[config.mk]
export PLATFORM = sky130hd
export DESIGN_NAME = onehot_hist_counter
export DESIGN_NICKNAME = d
export VERILOG_FILES = /design/src/rtl/onehot_hist_counter_pkg.sv /design/src/rtl/onehot_hist_counter_classify.sv /design/src/rtl/onehot_hist_counter.sv
export SDC_FILE = /design/constraint.sdc
export NUM_CORES = 1
export LEC_CHECK = 0
export CORE_MARGIN = 10
export CORE_UTILIZATION = 55
export DETAILED_ROUTE_END_ITERATION = 6
export PLACE_DENSITY = 0.74
export SYNTH_ARGS = -nofsm -noshare
export SYNTH_HDL_FRONTEND = slang
export SYNTH_SLANG_ARGS = --single-unit
export TNS_END_PERCENT = 50
[constraint.sdc]
create_clock -name clk -period 4.6 [get_ports clk]
set_clock_uncertainty 0.2 [all_clocks]
set_input_delay 0.92 -clock clk [delete_from_list [all_inputs] [get_ports clk]]
set_output_delay 0.92 -clock clk [all_outputs]
set_load 0.02 [all_outputs]
[src/rtl/onehot_hist_counter_pkg.sv]
`default_nettype none
// ============================================================================
// Module      : onehot_hist_counter_pkg
// Description : Shared defaults, FSM state encoding and counter limit for the
//               one-hot histogram counter.
// Revision    : 1.0 - initial release
// ============================================================================
package onehot_hist_counter_pkg;

  localparam int N_BINS_DEF = 15;
  localparam int CNT_W_DEF  = 8;
  localparam int ADDR_W_DEF = 4;

  // Saturation value for counters of the default width
  localparam logic [CNT_W_DEF-1:0] CNT_MAX = {CNT_W_DEF{1'b1}};

  typedef enum logic [0:0] {
    ST_IDLE  = 1'b0,
    ST_CLEAR = 1'b1
  } fsm_state_t;

endpackage : onehot_hist_counter_pkg
`default_nettype wire

[src/rtl/onehot_hist_counter_classify.sv]
`default_nettype none
// ============================================================================
// Module      : onehot_classify
// Description : Combinational classification of an event vector into
//               zero / one-hot / multi-hot, plus the binary index of the set
//               bit (meaningful only when the vector is one-hot).
// Revision    : 1.0 - initial release
// ============================================================================
module onehot_classify
  import onehot_hist_counter_pkg::*;
#(
  parameter int N_BINS = N_BINS_DEF,
  parameter int ADDR_W = ADDR_W_DEF
) (
  input  logic [N_BINS-1:0] vec,
  output logic              is_zero,
  output logic              is_onehot,
  output logic              is_multi,
  output logic [ADDR_W-1:0] idx
);

  logic [N_BINS-1:0] low_cleared;

  // Clearing the lowest set bit leaves zero only for a single-bit vector
  always_comb begin
    low_cleared = vec & (vec - N_BINS'(1));
    is_zero     = ~|vec;
    is_onehot   = ~is_zero & ~|low_cleared;
    is_multi    = ~is_zero & |low_cleared;
  end

  // OR together the indices of all set bits; exact for a one-hot vector
  always_comb begin
    idx = '0;
    for (int i = 0; i < N_BINS; i++) begin
      if (vec[i]) idx = idx | ADDR_W'(i);
    end
  end

endmodule : onehot_classify
`default_nettype wire

[src/rtl/onehot_hist_counter.sv]
`default_nettype none
// ============================================================================
// Module      : onehot_hist_counter
// Description : Per-bin saturating event histogram fed by a one-hot encoder,
//               with multi-hot error counting, a registered read port and a
//               sequential clear sweep.
// Revision    : 1.0 - initial release
// ============================================================================
module onehot_hist_counter
  import onehot_hist_counter_pkg::*;
#(
  parameter int N_BINS = N_BINS_DEF,
  parameter int CNT_W  = CNT_W_DEF,
  parameter int ADDR_W = ADDR_W_DEF
) (
  input  logic              clk,
  input  logic              rst,
  input  logic [N_BINS-1:0] onehot,
  input  logic              clr,
  input  logic              rd_req,
  input  logic [ADDR_W-1:0] rd_addr,
  output logic              rd_valid,
  output logic [CNT_W-1:0]  rd_data,
  output logic              rd_err,
  output logic [CNT_W-1:0]  err_cnt,
  output logic              err_flag,
  output logic              busy
);

  localparam logic [CNT_W-1:0]  SAT_MAX  = {CNT_W{1'b1}};
  localparam logic [ADDR_W-1:0] LAST_BIN = ADDR_W'(N_BINS - 1);

  fsm_state_t        state, state_nxt;
  logic [N_BINS-1:0] ev_q;
  logic [ADDR_W-1:0] ptr;
  logic [CNT_W-1:0]  cnt [N_BINS];

  logic              is_zero, is_onehot, is_multi;
  logic [ADDR_W-1:0] hit_idx;
  logic              idle, sweep, start_clr, act;
  logic              addr_ok;
  logic [CNT_W-1:0]  rd_mux;

  onehot_classify #(
    .N_BINS (N_BINS),
    .ADDR_W (ADDR_W)
  ) u_classify (
    .vec       (ev_q),
    .is_zero   (is_zero),
    .is_onehot (is_onehot),
    .is_multi  (is_multi),
    .idx       (hit_idx)
  );

  // Input register: one cycle between encoder output and classification
  always_ff @(posedge clk) begin
    if (!rst) ev_q <= '0;
    else      ev_q <= onehot;
  end

  // FSM state register
  always_ff @(posedge clk) begin
    if (!rst) state <= ST_IDLE;
    else      state <= state_nxt;
  end

  // FSM next state: sweep runs once over every bin, then returns to idle
  always_comb begin
    state_nxt = state;
    case (state)
      ST_IDLE:  if (clr) state_nxt = ST_CLEAR;
      ST_CLEAR: if (ptr == LAST_BIN) state_nxt = ST_IDLE;
      default:  state_nxt = ST_IDLE;
    endcase
  end

  // FSM outputs and qualifiers; all updates and reads are gated by idle
  always_comb begin
    idle      = (state == ST_IDLE);
    sweep     = (state == ST_CLEAR);
    busy      = sweep;
    start_clr = idle & clr;
    act       = idle & ~is_zero;
    addr_ok   = (rd_addr < ADDR_W'(N_BINS));
  end

  // Sweep pointer: restarts at bin 0 on each clear request
  always_ff @(posedge clk) begin
    if (!rst)           ptr <= '0;
    else if (start_clr) ptr <= '0;
    else if (sweep)     ptr <= ptr + ADDR_W'(1);
  end

  // Bin counters: cleared one per cycle by the sweep, otherwise saturating hits
  always_ff @(posedge clk) begin
    if (!rst) begin
      for (int i = 0; i < N_BINS; i++) cnt[i] <= '0;
    end else begin
      for (int i = 0; i < N_BINS; i++) begin
        if (sweep && ptr == ADDR_W'(i)) begin
          cnt[i] <= '0;
        end else if (act && is_onehot && hit_idx == ADDR_W'(i) && cnt[i] != SAT_MAX) begin
          cnt[i] <= cnt[i] + CNT_W'(1);
        end
      end
    end
  end

  // Error tracking: a clear request takes priority over a same-cycle error
  always_ff @(posedge clk) begin
    if (!rst) begin
      err_cnt  <= '0;
      err_flag <= 1'b0;
    end else if (start_clr) begin
      err_cnt  <= '0;
      err_flag <= 1'b0;
    end else if (act && is_multi) begin
      err_flag <= 1'b1;
      if (err_cnt != SAT_MAX) err_cnt <= err_cnt + CNT_W'(1);
    end
  end

  // Read mux over the pre-edge counter values
  always_comb begin
    rd_mux = '0;
    for (int i = 0; i < N_BINS; i++) begin
      if (rd_addr == ADDR_W'(i)) rd_mux = cnt[i];
    end
  end

  // Read port: strobes pulse per accepted request, data holds between reads
  always_ff @(posedge clk) begin
    if (!rst) begin
      rd_valid <= 1'b0;
      rd_err   <= 1'b0;
      rd_data  <= '0;
    end else begin
      rd_valid <= idle & rd_req;
      rd_err   <= idle & rd_req & ~addr_ok;
      if (idle && rd_req) rd_data <= addr_ok ? rd_mux : '0;
    end
  end

endmodule : onehot_hist_counter
`default_nettype wire
==> results.sh, run 1 <==
export IMPL_endpoint="cnt[0][49]"
export IMPL_dp_cells=1177
export IMPL_ys_ff_latch=159
export IMPL_seq_area_frac_synth_pct=48.1
export IMPL_initial_utilization_pct=55.6
export IMPL_slew_viol_final=0
export IMPL_grt_pass1_vias=7063
export IMPL_io_pins=43
export IMPL_rows=47
export IMPL_syn_avg_cell_area_sq_um=9.79
export IMPL_cp_start_kind="flip-flop"
export IMPL_holdWs_ns=0.292
export IMPL_crit_required_ns=4.50
export IMPL_cts_tree="yes"
export IMPL_fin_util_pct=63.3
export IMPL_syn_to_final_growth_pct=13.8
export IMPL_cts_root_buf="clkbuf_16"
export IMPL_final_nets=1019
export IMPL_reg2reg_to="cnt[0][49]"
export IMPL_diodes=0
export IMPL_syn_nets=975
export IMPL_ys_flop_type="edfxtp_1"
export IMPL_cp_startpoint="ev_q[1]"
export IMPL_cp_end_kind="flip-flop"
export IMPL_synth_edf_count=120
export IMPL_vias_per_cell=6.17
export IMPL_first_iter_violations=809
export IMPL_clock_latency_ns=0.44
export IMPL_h_tree_depth=4
export IMPL_dieArea_sq_mm=0.0221
export IMPL_cap_violations=0
export IMPL_ys_warnings_count=0
export IMPL_async_flop_share_pct=0
export IMPL_port_buffers=42
export IMPL_cts_sinks=159
export IMPL_hold_buffers=0
export IMPL_vias=7462
export IMPL_ir_drop_uv=266
export IMPL_setup_violations=0
export IMPL_remaining_drc_errors=0
export IMPL_period_minus_slack_ns=3.37
export IMPL_netlist_area_sq_mm=0.00912
export IMPL_ant_nets=0
export IMPL_grt_max_degree=37
export IMPL_dpl_instance_area_sq_mm=0.00978
export IMPL_hp_class="reg2reg"
export IMPL_grt_overflow_total=0
export IMPL_rsz0062_at_grt="false"
export IMPL_final_cell_area_sq_mm=0.0104
export IMPL_gp_congestion=0.955
export IMPL_syn_inst=932
export IMPL_routed_wl_um=24600
export IMPL_grt_usage_pct=22.2
export IMPL_cts_setup_buffers=0
export IMPL_die_x_um=149
export IMPL_finalSetupTns_ns=0
export IMPL_cts_max_path_buffers=2
export IMPL_worstRegToRegCells=7
export IMPL_final_instance_count_excl_fill=1209
export IMPL_p_leak_nw=3.70
export IMPL_worst_ep_arrival_time_ns=3.27
export IMPL_hold_viol_final=0
export IMPL_antenna_found_initial=0
export IMPL_ctsResizeCount=0
export IMPL_cts_made_buffers=17
export IMPL_hpwl_um=18100
export IMPL_yosys_cell_types_count=67
export IMPL_wl_per_cell_um=20.3
export IMPL_fmax_ghz=0.297
export IMPL_tightest_slew_ns=1.12
export IMPL_coreArea_sq_mm=0.0164
export IMPL_clkTransAtPathRegs_ns=0.07
export IMPL_grt_pass1_wl_um=38700
export IMPL_drive_above_1_share_pct=7.68
export IMPL_crit_type="reg2reg"
export IMPL_status="complete, no violations"
export IMPL_firstDrtPassIters=7
export IMPL_p_per_area_mw_per_mm2=333
export IMPL_max_slew_margin_rel_pct=24.5
export IMPL_rrSetupSlack_ns=1.23
export IMPL_path_max_fanout=9
export IMPL_period_share_pct=73.2
export IMPL_r2r_start="ev_q[1]"
export IMPL_die_h_um=149
==> worst max-delay path, cell delays in order, from the launching register on <==
cell and delay, ns:
dfxtp_1 0.36, nor4_4 0.43, a21oi_1 0.19, nor4b_4 0.38
and4_1 0.46, buf_4 0.25, nand4_1 0.35, nand2_1 0.42
==> cells by family after synthesis <==
family,Yosys count,synth area share (%)
AOI/OAI and AO/OA,138,10.1
DFF,159,48.1
xor gates and xnor gates,95,9.12
and+or+nand+nor,429,22.8
adders and majority gates,20,2.74
buffers and inverters,65,2.81
muxes,26,4.42
==> how the worst min path moves through the flow <==
stage                          start  cells after the start         end
final                       err_flag                      2    err_flag
after global routing      rd_data[1]                      2  rd_data[1]
after detailed placement    err_flag                      2    err_flag
after global placement      err_flag                      2    err_flag
after CTS                   err_flag                      2    err_flag
after floorplan               ptr[3]                      2      ptr[3]
==> per-layer routing <==
layer / track usage (%) / routed length (um)
met5: 0 / 0
met3: 3.97 / 1890
met2: 35.1 / 11600
met1: 30.1 / 10600
met4: 8.10 / 587
==> stage by stage <==
step | worst slack (ns) | power [mW]
after floorplan | 1.80 | 1.91
after global placement | 1.30 | 2.04
after detailed placement | 1.24 | 2.05
after CTS | 1.30 | 3.45
after global routing | 1.08 | 3.55
final | 1.23 | 3.45
==> registers in the layout (all words and copies together), names as in the netlist <==
signal    flops
rd_data       8
err_flag      1
ptr           4
busy          1
rd_err        1
ev_q         15
err_cnt       8
cnt         120
rd_valid      1
==> area by class of cell <==
class	count	area [sq um]
repair buffers	54	505
flip-flops and latches	159	4380
multi-input cells	708	4480
clock buffers	17	425
clock inverters	15	170
well taps	220	275
inverters	36	135
fillers	1357	6030
==> report_power, final <==
part | internal [mW] | switching, mW
clock | 0.773 | 0.656
sequential | 1.60 | 0.0846
combinational | 0.141 | 0.202
==> cell usage after synthesis (3+ instances only) <==
library cell | instances | area [sq um]
nand2_1 | 76 | 285
o221ai_1 | 3 | 26.3
inv_1 | 34 | 128
xnor2_1 | 39 | 342
edfxtp_1 | 120 | 3600
xor2_1 | 56 | 490
o211ai_1 | 4 | 30.0
mux2_2 | 4 | 45.0
a221o_1 | 3 | 30.0
nor4_4 | 3 | 63.8
dfxtp_1 | 39 | 781
clkbuf_1 | 18 | 67.6
a2111oi_0 | 3 | 26.3
a21oi_1 | 46 | 230
nand3_1 | 89 | 445
a31oi_1 | 14 | 87.6
mux4_2 | 11 | 248
o21ai_0 | 18 | 90.1
nor4_1 | 5 | 31.3
nor3_1 | 20 | 100
and3_1 | 22 | 138
mux2i_1 | 11 | 110
nand2b_1 | 3 | 18.8
nor2_1 | 156 | 586
a221oi_1 | 6 | 52.6
buf_1 | 3 | 11.3
nor2b_1 | 5 | 31.3
a211oi_1 | 4 | 30.0
ha_1 | 20 | 250
buf_2 | 6 | 30.0
nand4_2 | 3 | 37.5
nand3b_1 | 3 | 22.5
o22ai_1 | 3 | 18.8
and2_1 | 19 | 119
a22oi_1 | 5 | 37.5
a31o_2 | 4 | 35.0
nand4_1 | 14 | 87.6
==> layout by cell type (no fill, tap or decap), types with 22 or more instances in the layout <==
| cell | netlist | routed |
|---|---|---|
| xor2_1 | 56 | 56 |
| edfxtp_1 | 120 | 120 |
| nand3_1 | 89 | 89 |
| a21oi_1 | 46 | 46 |
| nor2_1 | 156 | 156 |
| dfxtp_1 | 39 | 39 |
| and3_1 | 22 | 22 |
| xnor2_1 | 39 | 39 |
| inv_1 | 34 | 34 |
| nand2_1 | 76 | 76 |
| clkdlybuf4s50_1 | 0 | 41 |
No activity file was read; power rests on OpenSTA's default activity.
==> run 2, diff against run 1 <==
==> constraint.sdc (replaced) <==
create_clock -name clk -period 3.4 [get_ports clk]
set_clock_uncertainty 0.2 [all_clocks]
set_input_delay 0.68 -clock clk [delete_from_list [all_inputs] [get_ports clk]]
set_output_delay 0.68 -clock clk [all_outputs]
set_load 0.02 [all_outputs]
==> results.sh, run 2 (synthesis results as in run 1) <==
export IMPL_status="complete, no violations"
export IMPL_ctsResizeCount=0
export IMPL_h_tree_depth=4
export IMPL_cts_sinks=159
export IMPL_cts_max_path_buffers=2
export IMPL_hold_buffers=0
export IMPL_drive_above_1_share_pct=8.87
export IMPL_crit_required_ns=3.25
export IMPL_met2WireLength_um=10900
export IMPL_cts_tree="yes"
export IMPL_min_from="err_flag"
export IMPL_remaining_drc_errors=0
export IMPL_clock_latency_ns=0.44
export IMPL_total_power_mw=4.70
export IMPL_tightest_slew_ns=1.16
export IMPL_cap_violations=0
export IMPL_reg_largest_list="cnt x120, ev_q x15"
export IMPL_cp_startpoint="ev_q[4]"
export IMPL_grt_pass1_wl_um=37700
export IMPL_crit_type="reg2reg"
export IMPL_initial_utilization_pct=55.6
export IMPL_path_max_fanout=8
export IMPL_grt_max_degree=41
export IMPL_p_leak_nw=3.78
export IMPL_diodes=0
export IMPL_port_buffers=42
export IMPL_grt_overflow_total=0
export IMPL_coreArea_sq_mm=0.0164
export IMPL_dieArea_sq_mm=0.0221
export IMPL_clkTransAtPathRegs_ns=0.07
export IMPL_worst_ep_arrival_time_ns=2.95
export IMPL_first_iter_violations=934
export IMPL_grt_usage_pct=21.7
export IMPL_grt_pass1_vias=7015
export IMPL_hpwl_um=17600
export IMPL_rows=47
export IMPL_gp_congestion=1.03
export IMPL_vias_per_cell=6.12
export IMPL_period_minus_slack_ns=3.10
export IMPL_routed_wl_um=23800
export IMPL_cts_made_buffers=17
export IMPL_largest_reg_flops=120
export IMPL_cp_start_kind="flip-flop"
export IMPL_top_register="cnt"
export IMPL_met3_length_um=2150
export IMPL_firstDrtPassIters=5
export IMPL_period_share_pct=91.3
export IMPL_hold_viol_final=0
export IMPL_r2r_start="ev_q[4]"
export IMPL_cts_root_buf="clkbuf_16"
export IMPL_setup_violations=0
export IMPL_finalSetupTns_ns=0
export IMPL_ir_drop_uv=363
export IMPL_max_slew_margin_rel_pct=21.5
export IMPL_top_layer="met4"
export IMPL_die_h_um=149
export IMPL_final_nets=1033
export IMPL_wl_met1_um=9940
export IMPL_mostFrequentLayoutCell="nor2_1"
export IMPL_io_pins=43
export IMPL_antenna_found_initial=0
export IMPL_p_per_area_mw_per_mm2=447
export IMPL_final_cell_mix="nor2_1, edfxtp_1, nand3_1, nand2_1, xor2_1"
export IMPL_cp_end_kind="flip-flop"
export IMPL_hp_class="reg2reg"
export IMPL_ant_nets=0
export IMPL_slew_viol_final=0
export IMPL_fmax_ghz=0.322
export IMPL_wl_per_cell_um=19.5
export IMPL_die_x_um=149
export IMPL_syn_to_final_growth_pct=15.2
export IMPL_rsz0062_at_grt="false"
export IMPL_vias=7482
export IMPL_cts_setup_buffers=0
run 2: cell types whose count changed in the layout (fill, tap and decap cells not counted), moves of 2 or more:
cell        change
buf_12          +2
buf_4          +12
clkinv_8        -2
clkinvlp_4      -2
run 2: final cells by class:
type,instances,area (sq um)
Timing Repair Buffer,68,636
Sequential cell,159,4380
Multi-Input combinational cell,708,4480
Clock buffer,17,425
Inverter,36,135
Fill cell,1292,5900
Tap cell,220,275
Clock inverter,15,170
run 2: through the flow:
step                      util [%]  cells  setup slack (ns)  cell area, sq um  hold slack [ns]
after floorplan                  -    932             0.745              9120            0.328
after global placement        60.4   1191             0.467              9910            0.270
after detailed placement      60.4   1191             0.335              9910            0.274
after CTS                     64.0   1223             0.320             10500            0.295
after global routing          64.0   1223             0.174             10500            0.331
final                         64.0   1223             0.295             10500            0.289
run 2: worst max-delay path, cell delays in order, from the launching register on:
cell and delay [ns]:
dfxtp_1 0.38, nor4_4 0.50, a31oi_1 0.29, nor3_2 0.25, nand4_2 0.15, o21ai_0 0.95
run 2: report_power, final:
part	internal [mW]	switching (mW)	total [mW]
clock	1.10	0.848	1.95
combinational	0.198	0.275	0.473
sequential	2.16	0.109	2.27
total	3.46	1.23	4.70
run 2: routing by layer:
layer  vias to the layer above  GRT usage, %
met5                         -             0
met4                         0          8.78
met3                        60          5.31
met2                       352          33.1
met1                      3552          29.1
li1                       3518             -
run 2: worst paths after layout:
kind | to | cells past startpoint | slack, ns
max | cnt[0][47] | 5 | 0.30
min | err_flag | 2 | 0.29
max reg2reg | cnt[0][47] | 5 | 0.30
min reg2reg | err_flag | 2 | 0.29
